<file path="config.mk">
export PLATFORM = sky130hd
export DESIGN_NAME = exception_ctrl_cp0
export DESIGN_NICKNAME = d
export VERILOG_FILES = /design/src/rtl/exception_ctrl_cp0.sv
export SDC_FILE = /design/constraint.sdc
export NUM_CORES = 1
export LEC_CHECK = 0
export ABC_CLOCK_PERIOD_IN_PS = 1600
export CELL_PAD_IN_SITES_DETAIL_PLACEMENT = 1
export CELL_PAD_IN_SITES_GLOBAL_PLACEMENT = 2
export CORE_ASPECT_RATIO = 2
export CORE_UTILIZATION = 16
export CTS_BUF_LIST = sky130_fd_sc_hd__clkbuf_4 sky130_fd_sc_hd__clkbuf_8 sky130_fd_sc_hd__clkbuf_16
export CTS_CLUSTER_DIAMETER = 100
export DETAILED_ROUTE_END_ITERATION = 12
export PLACE_DENSITY = 0.92
export SLEW_MARGIN = 0
export SYNTH_ARGS = -nofsm -noshare
export SYNTH_HDL_FRONTEND = slang
export SYNTH_SLANG_ARGS = --single-unit
export TNS_END_PERCENT = 50
</file>
<file path="constraint.sdc">
create_clock -name clk -period 1.6 [get_ports clk]
set_input_delay 0.24 -clock clk [delete_from_list [all_inputs] [get_ports clk]]
set_output_delay 0.24 -clock clk [all_outputs]
set_load 0.005 [all_outputs]
</file>
<file path="src/rtl/exception_ctrl_cp0.sv">
// CP0 exception responder: overflow / undefined-opcode trap entry,
// ERET return, EPC/Cause/EXL bookkeeping and MFC0 read port.
module exception_ctrl_cp0 #(
    parameter logic [31:0] HANDLER_ADDR = 32'h0000_0040,
    parameter logic [4:0]  CODE_OVF     = 5'd12,
    parameter logic [4:0]  CODE_RI      = 5'd10
) (
    input  logic        clk,
    input  logic        rst,
    input  logic        overflow,
    input  logic        undef_ID,
    input  logic        eret_ID,
    input  logic [31:0] PC_EX,
    input  logic [31:0] PC_ID,
    input  logic [4:0]  cp0_rd_sel,
    output logic [31:0] cp0_rd_data,
    output logic        Exception,
    output logic        IF_Flush,
    output logic        ID_Flush,
    output logic        EX_Flush,
    output logic        PCRedirect,
    output logic [31:0] RedirectAddr,
    output logic [31:0] EPC,
    output logic [31:0] Cause,
    output logic        EXL
);

    typedef enum logic {
        RUN     = 1'b0,
        HANDLER = 1'b1
    } state_t;

    state_t      state_q, state_d;
    logic [31:0] epc_q, epc_d;
    logic [4:0]  code_q, code_d;
    logic        nest_q, nest_d;

    // CP0 state registers; reset is asynchronous so a mid-handler reset
    // drops straight back to RUN.
    always_ff @(posedge clk or negedge rst) begin
        if (!rst) begin
            state_q <= RUN;
            epc_q   <= 32'h0;
            code_q  <= 5'd0;
            nest_q  <= 1'b0;
        end else begin
            state_q <= state_d;
            epc_q   <= epc_d;
            code_q  <= code_d;
            nest_q  <= nest_d;
        end
    end

    // Request arbitration: overflow (older, in EX) beats undef (in ID);
    // in HANDLER requests are masked but leave the NEST mark.
    always_comb begin
        state_d      = state_q;
        epc_d        = epc_q;
        code_d       = code_q;
        nest_d       = nest_q;
        Exception    = 1'b0;
        IF_Flush     = 1'b0;
        ID_Flush     = 1'b0;
        EX_Flush     = 1'b0;
        PCRedirect   = 1'b0;
        RedirectAddr = HANDLER_ADDR;
        case (state_q)
            RUN: begin
                if (overflow) begin
                    Exception  = 1'b1;
                    IF_Flush   = 1'b1;
                    ID_Flush   = 1'b1;
                    EX_Flush   = 1'b1;
                    PCRedirect = 1'b1;
                    epc_d      = PC_EX;
                    code_d     = CODE_OVF;
                    nest_d     = 1'b0;
                    state_d    = HANDLER;
                end else if (undef_ID) begin
                    Exception  = 1'b1;
                    IF_Flush   = 1'b1;
                    ID_Flush   = 1'b1;
                    PCRedirect = 1'b1;
                    epc_d      = PC_ID;
                    code_d     = CODE_RI;
                    nest_d     = 1'b0;
                    state_d    = HANDLER;
                end
            end
            HANDLER: begin
                if (overflow || undef_ID) begin
                    nest_d = 1'b1;
                end
                if (eret_ID) begin
                    PCRedirect   = 1'b1;
                    RedirectAddr = epc_q;
                    IF_Flush     = 1'b1;
                    state_d      = RUN;
                end
            end
            default: state_d = RUN;
        endcase
    end

    assign EPC   = epc_q;
    assign Cause = {25'b0, code_q, 1'b0, nest_q};
    assign EXL   = (state_q == HANDLER);

    // MFC0 read mux over the live register values.
    always_comb begin
        cp0_rd_data = 32'h0;
        case (cp0_rd_sel)
            5'd12:   cp0_rd_data = {31'b0, EXL};
            5'd13:   cp0_rd_data = Cause;
            5'd14:   cp0_rd_data = EPC;
            default: cp0_rd_data = 32'h0;
        endcase
    end

endmodule

</file>
==> run_results.csv <==
group,metric,value,unit
logic_synthesis,async_flop_share,100,%
global_route,grt_use_total,16.4,%
sta,setup_viol,19,
floorplanning,rows,63,
floorplanning,die_area,15800,um^2
pwr,power_density,1140,nW/um^2
detailed_routing,drt_iter0_drc,84,
finish,nFillCells,1762,
floorplanning,die_y,177,um
logic_synthesis,synth_cells,286,
finish,drive_gt1_share,32.8,%
setup_path,cp-end-kind,"output pin",
sta,grt_setup_unrepaired,"true",
global_route,grt_max_degree,28,
pwr,ir_drop,0.405,mV
setup_path,critPathLaunchType,"register",
sta,post-route-min-period,1.67,ns
finish,nNetsFinal,565,
logic_synthesis,ys_top_cells_by_area,"dfrtp_1 (38%), o22ai_1 (13%), buf_4 (11%)",
finish,areaGrowthSynthToFinish,97.9,%
pwr,leakage,2.26,nW
sta,maxSlewViolCount,0,
detailed_routing,drc,0,
finish,final_core_util,32.6,%
sta,finalSetupTns,-0.476,ns
finish,diodes,0,
floorplanning,ioPinCount,208,
outcome,status,"finished, violations left",
global_route,grt-ovfl-total,0,
logic_synthesis,ys_types,27,
logic_synthesis,synth_top_area_share,38.0,%
detailed_routing,wl_per_cell,19.2,um
logic_synthesis,ys.flop_type,"dfrtp_1",
detailed_routing,vias,3043,
detailed_routing,first_pass_iters,4,
setup_path,timing.rr.end,"EPC[12]",
floorplanning,start_util,16.5,%
placement,hpwl,9310,um
setup_path,crit_type,"register to output pin",
setup_path,r2r_start,"EXL",
setup_path,worst-endpoint-arrival,1.43,ns
sta,setup_slack,-0.0690,ns
logic_synthesis,yosysMostFrequentCell,"o22ai_1",
logic_synthesis,ys.warnings.count,0,
logic_synthesis,synth_edf_count,0,
cts,cts_tree,"yes",
logic_synthesis,netlist_top_cells_count,"o22ai_1 (50), buf_4 (37), dfrtp_1 (37)",
setup_path,ff2ff_setup_slack,0.05,ns
placement,gp_congestion,0.731,
cts,path_clk_slew,0.06,ns
min_path,hp-class,"input port to async pin",
logic_synthesis,syn_avg_cell_area,8.53,um^2
global_route,grt_pass1_wl,18800,um
placement,portBuffers,179,
sta,skew,0.00410,ns
sta,period_share,104,%
cts,root_buffer,"clkbuf_16",
cts,clock-sinks,37,
floorplanning,die_w,89.3,um
detailed_routing,wirelength,13200,um
logic_synthesis,synth_top_area_cell,"dfrtp_1",
pwr,power,5.49,mW
setup_path,cp_max_fo,3,
cts,cts_buffers,5,
floorplanning,core,14800,um^2
setup_path,r2r_cells,7,
setup_path,crit_required,1.36,ns
logic_synthesis,seq_area_frac_synth,38.0,%
cts,clk_path_buf_depth,2,
sta,hold_viol,0,
outcome,violations,"setup timing",
placement,dp_cells,660,
logic_synthesis,synth-seq-cells,37,
finish,stdcell_count,686,
cts,clock_latency,0.28,ns
cts,cts_htree_levels,2,
detailed_routing,drt-vias-per-instance,4.44,
sta,fmax,599,MHz
global_route,grt_pass1_vias,3369,
detailed_routing,ant_nets,0,
logic_synthesis,synth_area,2440,um^2
run,drv_cap,0,
global_route,grt_antenna_before_repair,0,
## what timing repair did
item,CTS,global route
endpoints found under the setup margin,70,76
buffers inserted,15,2
hold endpoints to repair,18,0
cloned,4,2
hold buffers,1,0
resized for setup,277,54
pin swaps,8,4
## cells by family (layout without fill, tap and decap cells)
group / after synthesis / count (layout) / share of synthesized area [%]
and+or+nand+nor: 96 / 96 / 22.7
other: 1 / 28 / 0.154
AOI/OAI and AO/OA: 91 / 91 / 23.1
buffers and inverters: 61 / 239 / 16.1
DFF: 37 / 37 / 38.0
## worst max-delay path, cell delays in order (launching register included)
cell	delay (ns)
dfrtp_2	0.42
buf_12	0.14
buf_6	0.11
nor2b_4	0.11
a211oi_2	0.17
a211oi_2	0.05
buf_2	0.15
## where the power goes
group | internal (mW) | switching, mW
combinational | 1.68 | 1.08
sequential | 1.28 | 0.440
clock | 0.629 | 0.385
## layer usage
layer  vias to the layer above  GRT usage (%)  share of wire [%]
met5                         -              0                  0
met3                        29           3.13                6.0
met1                      1467           14.2                 31
li1                       1385              -                  -
met2                       162           33.4                 59
met4                         0           8.13                3.9
## stage by stage
step	hold WS (ns)	instance area, um^2	setup WS [ns]
2_1_floorplan	-0.0556	2540	0.309
3_3_place_gp	0.229	4510	-0.588
3_5_place_dp	0.238	4510	-0.668
4_1_cts	0.478	4880	-0.158
5_1_grt	0.530	4830	-0.103
6_report	0.463	4830	-0.0690
## worst max-delay path by stage
stage | from | end | cells past startpoint
after floorplan | EXL | PCRedirect | 4
after global placement | cp0_rd_sel[2] | cp0_rd_data[4] | 6
after detailed placement | cp0_rd_sel[3] | cp0_rd_data[4] | 6
after CTS | EXL | ID_Flush | 5
after global routing | EXL | cp0_rd_data[0] | 6
final | EXL | cp0_rd_data[0] | 6
## final cells by class
class / count / area, um^2 / share of cell area (%)
clock buffers: 7 / 146 / 3.03
flip-flops and latches: 37 / 927 / 19.2
inverters: 4 / 16.3 / 0.337
multi-input cells: 215 / 1350 / 27.9
repair buffers: 228 / 2140 / 44.4
well taps: 195 / 244 / 5.05
## cell usage in the layout (no fill, tap or decap), types with 3 or more instances in the layout
cell	n
clkdlybuf4s50_1	101
o22ai_1	48
dfrtp_1	36
buf_2	32
clkbuf_2	29
conb_1	28
and3_1	26
a21oi_1	25
nand2_1	25
buf_4	23
and2_1	18
buf_6	18
buf_12	11
and2_4	10
o221ai_1	7
clkbuf_16	7
and3_4	5
a22o_1	3
o21ai_0	3
buf_16	3
## registers in the layout, summed over array words and instances, names as in the netlist
register  count
nest_q        1
code_q        3
EXL           1
EPC          32
(Power assumes the default switching activity.)
